--- config.mk ---
export PLATFORM = sky130hd
export DESIGN_NAME = nxn_game_core
export DESIGN_NICKNAME = d
export VERILOG_FILES = /design/src/rtl/nxn_game_core.sv
export SDC_FILE = /design/constraint.sdc
export NUM_CORES = 1
export LEC_CHECK = 0
export ABC_AREA = 1
export CAP_MARGIN = 5
export CORE_ASPECT_RATIO = 0.7
export CORE_MARGIN = 2
export CORE_UTILIZATION = 60
export CTS_BUF_LIST = sky130_fd_sc_hd__clkbuf_16
export DETAILED_ROUTE_END_ITERATION = 6
export DONT_BUFFER_PORTS = 1
export PLACE_DENSITY = 0.76
export SYNTH_ARGS = -nofsm -noshare
export SYNTH_HDL_FRONTEND = slang
export SYNTH_SLANG_ARGS = --single-unit
export TNS_END_PERCENT = 5
--- constraint.sdc ---
create_clock -name clk -period 12.65 [get_ports clk]
set_input_delay 2.53 -clock clk [delete_from_list [all_inputs] [get_ports clk]]
set_output_delay 2.53 -clock clk [all_outputs]
set_load 0.01 [all_outputs]
--- src/rtl/nxn_game_core.sv ---
// N x N K-in-a-row game core: move validation, turn order and a fixed-length
// sequential win scan around the last accepted cell.
module nxn_game_core #(
  parameter int N = 3,
  parameter int K = 3,
  localparam int POS_W = $clog2(N*N+1)
) (
  input  logic             clk,
  input  logic             reset,
  input  logic             new_game,
  input  logic             move_stb,
  input  logic [1:0]       player,
  input  logic [POS_W-1:0] pos,
  output logic             move_accept,
  output logic             move_reject,
  output logic [2:0]       reject_code,
  output logic             busy,
  output logic [1:0]       turn,
  output logic [1:0]       winner,
  output logic             game_over,
  output logic             draw,
  output logic [POS_W-1:0] move_count,
  output logic [2*N*N-1:0] board
);

  localparam int BW = 2*N*N;
  localparam int IW = $clog2(BW);
  localparam logic [POS_W-1:0] CELLS = POS_W'(N*N);
  localparam logic [3:0] HALF = 4'(K-1);
  localparam logic [3:0] LAST = 4'(2*(K-1)-1);
  localparam logic [3:0] KRUN = 4'(K);
  localparam logic signed [4:0] NS = 5'(N);

  typedef enum logic [1:0] {IDLE, SCAN, RESOLVE} state_t;
  state_t state, state_next;

  logic signed [4:0] org_r, org_c, cur_r, cur_c;
  logic [3:0] step, run;
  logic [1:0] dir, mover;
  logic       alive, win_found;

  // move validation
  logic [6:0]      pidx;
  logic [IW-1:0]   pbit;
  logic            pos_ok, take;
  logic [1:0]      pcell;
  logic [2:0]      code;
  logic signed [4:0] prow, pcol;

  always_comb begin
    pidx   = 7'(pos) - 7'd1;
    pbit   = IW'({pidx, 1'b0});
    pos_ok = (pos != '0) && (pos <= CELLS);
    pcell  = pos_ok ? board[pbit +: 2] : 2'b00;
    prow   = 5'(pidx / 7'(N));
    pcol   = 5'(pidx % 7'(N));
    if (busy || game_over)  code = 3'd4;
    else if (player != turn) code = 3'd1;
    else if (!pos_ok)        code = 3'd2;
    else if (pcell != 2'b00) code = 3'd3;
    else                     code = 3'd0;
    take = move_stb && (code == 3'd0);
  end

  // one scan step: each sense restarts from the origin; a dead sense keeps
  // walking so the scan length never depends on the board contents
  logic              start_sense, live, neg, inb, hit, dir_done, scan_done;
  logic signed [4:0] fr, fc, br, bc, dr, dc, nr, nc;
  logic [6:0]        sidx;
  logic [IW-1:0]     sbit;
  logic [3:0]        run_next;

  always_comb begin
    start_sense = (step == 4'd0) || (step == HALF);
    fr   = start_sense ? org_r : cur_r;
    fc   = start_sense ? org_c : cur_c;
    live = start_sense || alive;
    neg  = (step >= HALF);
    case (dir)
      2'd0:    begin br = 5'sd0; bc = 5'sd1;  end
      2'd1:    begin br = 5'sd1; bc = 5'sd0;  end
      2'd2:    begin br = 5'sd1; bc = 5'sd1;  end
      default: begin br = 5'sd1; bc = -5'sd1; end
    endcase
    dr   = neg ? -br : br;
    dc   = neg ? -bc : bc;
    nr   = fr + dr;
    nc   = fc + dc;
    inb  = !nr[4] && (nr < NS) && !nc[4] && (nc < NS);
    sidx = inb ? (7'(nr[3:0]) * 7'(N) + 7'(nc[3:0])) : '0;
    sbit = IW'({sidx, 1'b0});
    hit  = live && inb && (board[sbit +: 2] == mover);
    run_next  = ((step == 4'd0) ? 4'd1 : run) + {3'b000, hit};
    dir_done  = (step == LAST);
    scan_done = dir_done && (dir == 2'd3);
  end

  assign busy = (state != IDLE);

  always_comb begin
    state_next = state;
    case (state)
      IDLE:    if (take) state_next = SCAN;
      SCAN:    if (scan_done) state_next = RESOLVE;
      RESOLVE: state_next = IDLE;
      default: state_next = IDLE;
    endcase
    if (new_game) state_next = IDLE;
  end

  always_ff @(posedge clk or posedge reset) begin
    if (reset) state <= IDLE;
    else       state <= state_next;
  end

  always_ff @(posedge clk or posedge reset) begin
    if (reset) begin
      move_accept <= 1'b0;
      move_reject <= 1'b0;
      reject_code <= '0;
      turn        <= 2'b01;
      winner      <= '0;
      game_over   <= 1'b0;
      draw        <= 1'b0;
      move_count  <= '0;
      board       <= '0;
      org_r <= '0; org_c <= '0; cur_r <= '0; cur_c <= '0;
      step  <= '0; run   <= '0; dir   <= '0; mover <= '0;
      alive <= 1'b0; win_found <= 1'b0;
    end else if (new_game) begin
      move_accept <= 1'b0;
      move_reject <= 1'b0;
      reject_code <= '0;
      turn        <= 2'b01;
      winner      <= '0;
      game_over   <= 1'b0;
      draw        <= 1'b0;
      move_count  <= '0;
      board       <= '0;
      org_r <= '0; org_c <= '0; cur_r <= '0; cur_c <= '0;
      step  <= '0; run   <= '0; dir   <= '0; mover <= '0;
      alive <= 1'b0; win_found <= 1'b0;
    end else begin
      move_accept <= 1'b0;
      move_reject <= 1'b0;
      if (move_stb) begin
        if (take) begin
          move_accept       <= 1'b1;
          board[pbit +: 2]  <= player;
          move_count        <= move_count + 1'b1;
          org_r             <= prow;
          org_c             <= pcol;
          mover             <= player;
          step              <= '0;
          dir               <= '0;
          win_found         <= 1'b0;
        end else begin
          move_reject <= 1'b1;
          reject_code <= code;
        end
      end
      if (state == SCAN) begin
        cur_r <= nr;
        cur_c <= nc;
        alive <= hit;
        run   <= run_next;
        if (dir_done) begin
          step <= '0;
          dir  <= dir + 2'd1;
          if (run_next >= KRUN) win_found <= 1'b1;
        end else begin
          step <= step + 4'd1;
        end
      end
      if (state == RESOLVE) begin
        if (win_found) begin
          winner    <= mover;
          game_over <= 1'b1;
        end else if (move_count == CELLS) begin
          draw      <= 1'b1;
          game_over <= 1'b1;
        end else begin
          turn <= {turn[0], turn[1]};
        end
      end
    end
  end

endmodule

==> summary.md <==
| Metric | Value |
|---|---|
| Min-Delay Path Class | reg2reg |
| Status | complete, no violations |
| Min cycle time layout | ~5.6 ns |
| Via density | 5.963 |
| Sink Count | 69 |
| Die Wd | 110.8 µm |
| Slew @ Worst Pin | 0.9837 ns |
| Final setup TNS | 0 ns |
| Critical path fanouts, max | 19 |
| CTS tree | built |
| Synth Cell Area | 4790 µm² |
| Synth warn | 0 |
| Commonest non-fill, non-tap cell in the layout | nand2_1 |
| Setup violators final | 0 |
| Period utilization | a little over two fifths |
| Clk root buf | clkbuf_16 |
| Setup bufs post-CTS | 0 |
| RePlAce Congestion | roughly 1 |
| I/O pin total | between 40 and 50 |
| Synth unique cells | 50 |
| Htree depth | 3 |
| Port bufs | 0 |
| Longest Clk Path Bufs | 2 |
| Routed len/inst | 17.07 µm |
| Synthesized instance count | around 630 |
| Starting Density | 61.38% |
| Critical Path RT | 12.85 ns |
| Vias in the first global route | 4199 |
| Row cnt | 27 |
| Pleak | 2.532 nW |
| Final ANT Viol Nets | 0 |
| DRT Pass-1 Iters | 5 |
| CTS buffer count | 9 |
| Die H | 78.75 µm |
| Syn_nets | 677 |
| Setup slack, reg-to-reg | 7.10 ns |
| Largest net degree at the start of global routing | 70 |
| Async S/R FF share, synth | 100.0% |
| VDD IR max | ~0.093 mV |
| Nets | about 680 |
| Hold Vio Cnt, Final | 0 |
| Cells after DPL | 721 |
| Hold Buf Count CTS | 0 |
| CP arrival | 5.75 ns |
| Min-Delay Startpoint | cur_r[0] |
| RSZ-0062 raised after global routing | false |
| Clock skew | 0.006350 ns |
| Area grow syn2layout | 6.870% |
| Hold path endpoint | cur_r[0] |
| Total GRT Usage | 29.87% |
| Clock transition at path regs | 0.06 ns |
| # resized after CTS | 0 |
| Hold depth | 2 |
| Core ar. | 7804 µm² |
| Pwr/cell area | 144.2 nW/µm² |
| Critical Path End Type | register |
| CP Class | reg2reg |
| Vias after detailed routing | ~4.4k |
| First-pass GRT wire length | 20610 µm |
| Max-cap violations | 0 |
| Final WL | around 13000 µm |
| Syn avg cell area | 7.590 µm² |
| Dpl hpwl | 9625 µm |
| Worst R2R Start | step[3] |
| # DRC | 0 |
| Fin area | 5119 µm² |
| Layout cell share with drive strength beyond 1 | 9.277% |
| Congestion Overflow GR | 0 |
| Ys flop type | dfrtp_1 |
| Slew margin rel. | 34.18% |
| Die Footprint | 8725 µm² |
| Slew Viols, Final | 0 |
| R2R depth | 23 |
| Startpoint Class | register |
| Post-synthesis sequential area ratio | 36.08% |
| Most frequent cells in the layout | 136 x nand2_1, 88 x inv_1, 68 x dfrtp_1 |
| Skew-Pair Late Insertion Delay | 0.33 ns |
| EDFF count, synth | 0 |
| Capturing point of the worst reg2reg path | win_found |
| # diodes | 0 |
| Post-DP Area | 4855 µm² |
| Final std cells w/o fill | between 700 and 800 |
| Fmax | 180.2 MHz |
| Synthesis-stage register bit count | 69 |
| Initial drt markers | between 400 and 500 |
| Initial antenna violation count | 0 |
-- metal layers --
metal  GRT usage (%)  part of all wire [%]  vias to the layer above
met3           8.321                    11                       21
li1                -                     -                     2085
met1           44.23                    47                     2062
met4           8.250                   1.2                        0
met5               0                     0                        -
met2           43.13                    41                      227
-- critical path, cell delays in order, from the launching register on --
cell and delay [ns]:
dfrtp_1 0.40, nor2_2 0.42, nand2_4 0.24, o21ai_0 0.22, ha_1 0.21, inv_1 0.06, fa_1 0.41, xnor2_1 0.45
fa_1 0.52, fa_1 0.60, o2111ai_2 0.19, nand3_1 0.13, nand2_1 0.05, nor2_1 0.08, nand2_1 0.08, a21oi_1 0.13
nor2_1 0.07, and2_1 0.18, ha_1 0.23, ha_1 0.19, xnor2_1 0.21, nand2_1 0.08, a21oi_1 0.15, o22ai_1 0.10
-- logic make-up after synthesis --
family          after synthesis  share of synthesized area, %
simple gates                294                         28.21
xor+xnor                     11                         2.325
fa+ha+maj                    36                         10.19
mux                           1                        0.2351
flops                        69                         36.08
compound gates              109                         13.77
buf+inv                     111                         9.195
-- worst max path at each step --
stage | start | endpoint | slack, ns | cells after the start
4_1_cts | step[3] | win_found | 7.17 | 23
6_report | step[3] | win_found | 7.10 | 23
2_1_floorplan | step[0] | win_found | 7.71 | 28
3_5_place_dp | step[3] | win_found | 7.19 | 23
5_1_grt | step[2] | win_found | 6.75 | 30
3_3_place_gp | step[3] | win_found | 7.38 | 23
-- report_power, final --
part	internal (mW)	total (mW)	switching (mW)
Combinational	0.0911	0.282	0.191
Clock	0.130	0.224	0.0941
Sequential	0.227	0.232	0.00512
-- area by class of cell --
cell class / instances / area [µm²]
multi-input combinational: 451 / 2621
fill: 635 / 2685
sequential: 69 / 1728
clock buffer: 9 / 225.2
inverter: 99 / 371.6
timing repair buffer: 1 / 7.507
tap: 101 / 126.4
clock inverter: 7 / 38.79
-- metrics by stage --
| step | util [%] | setup WS (ns) | hold slack, ns | power, mW |
|---|---|---|---|---|
| 2_1_floorplan | - | 7.715 | 0.4478 | 0.4583 |
| 6_report | 65.59 | 7.100 | 0.4833 | 0.7380 |
| 4_1_cts | 65.59 | 7.171 | 0.4853 | 0.7347 |
| 3_3_place_gp | 62.21 | 7.382 | 0.4712 | 0.5049 |
| 3_5_place_dp | 62.21 | 7.189 | 0.4727 | 0.5106 |
| 5_1_grt | 65.59 | 6.747 | 0.4988 | 0.7766 |
-- registers in the layout, summed over array words and instances (netlist names) --
register,flops
draw,1
move_reject,1
game_over,1
winner,2
state,2
cur_c,5
run,4
dir,2
move_count,4
org_r,5
board,18
cur_r,5
step,4
move_accept,1
reject_code,3
turn,2
org_c,5
win_found,1
alive,1
mover,2
-- cells in the mapped netlist, types with 2 or more instances --
cell / n / share of area (%)
nand2_2: 9 / 1.2
nand3b_1: 2 / 0.31
nor2_2: 4 / 0.52
nand2_4: 2 / 0.47
nand4_2: 3 / 0.78
o21ai_1: 6 / 0.63
xor2_1: 3 / 0.55
nand3_1: 54 / 5.6
nor3_1: 9 / 0.94
clkinv_1: 2 / 0.16
inv_1: 86 / 6.7
a32o_1: 3 / 0.63
a21o_1: 2 / 0.31
fa_1: 5 / 2.1
o22ai_1: 14 / 1.8
clkbuf_1: 4 / 0.31
buf_6: 2 / 0.47
o31ai_1: 10 / 1.6
nor2_4: 2 / 0.47
nand4_1: 10 / 1.3
nand3_2: 3 / 0.63
buf_2: 4 / 0.42
ha_1: 31 / 8.1
xnor2_1: 6 / 1.1
a22o_1: 3 / 0.55
dfrtp_1: 68 / 36
nor2_1: 54 / 4.2
nand2_1: 136 / 11
o21ai_0: 38 / 4.0
inv_2: 11 / 0.86
a21oi_1: 25 / 2.6
or2_2: 2 / 0.26
Note: power is estimated with default switching activity, not from simulation.
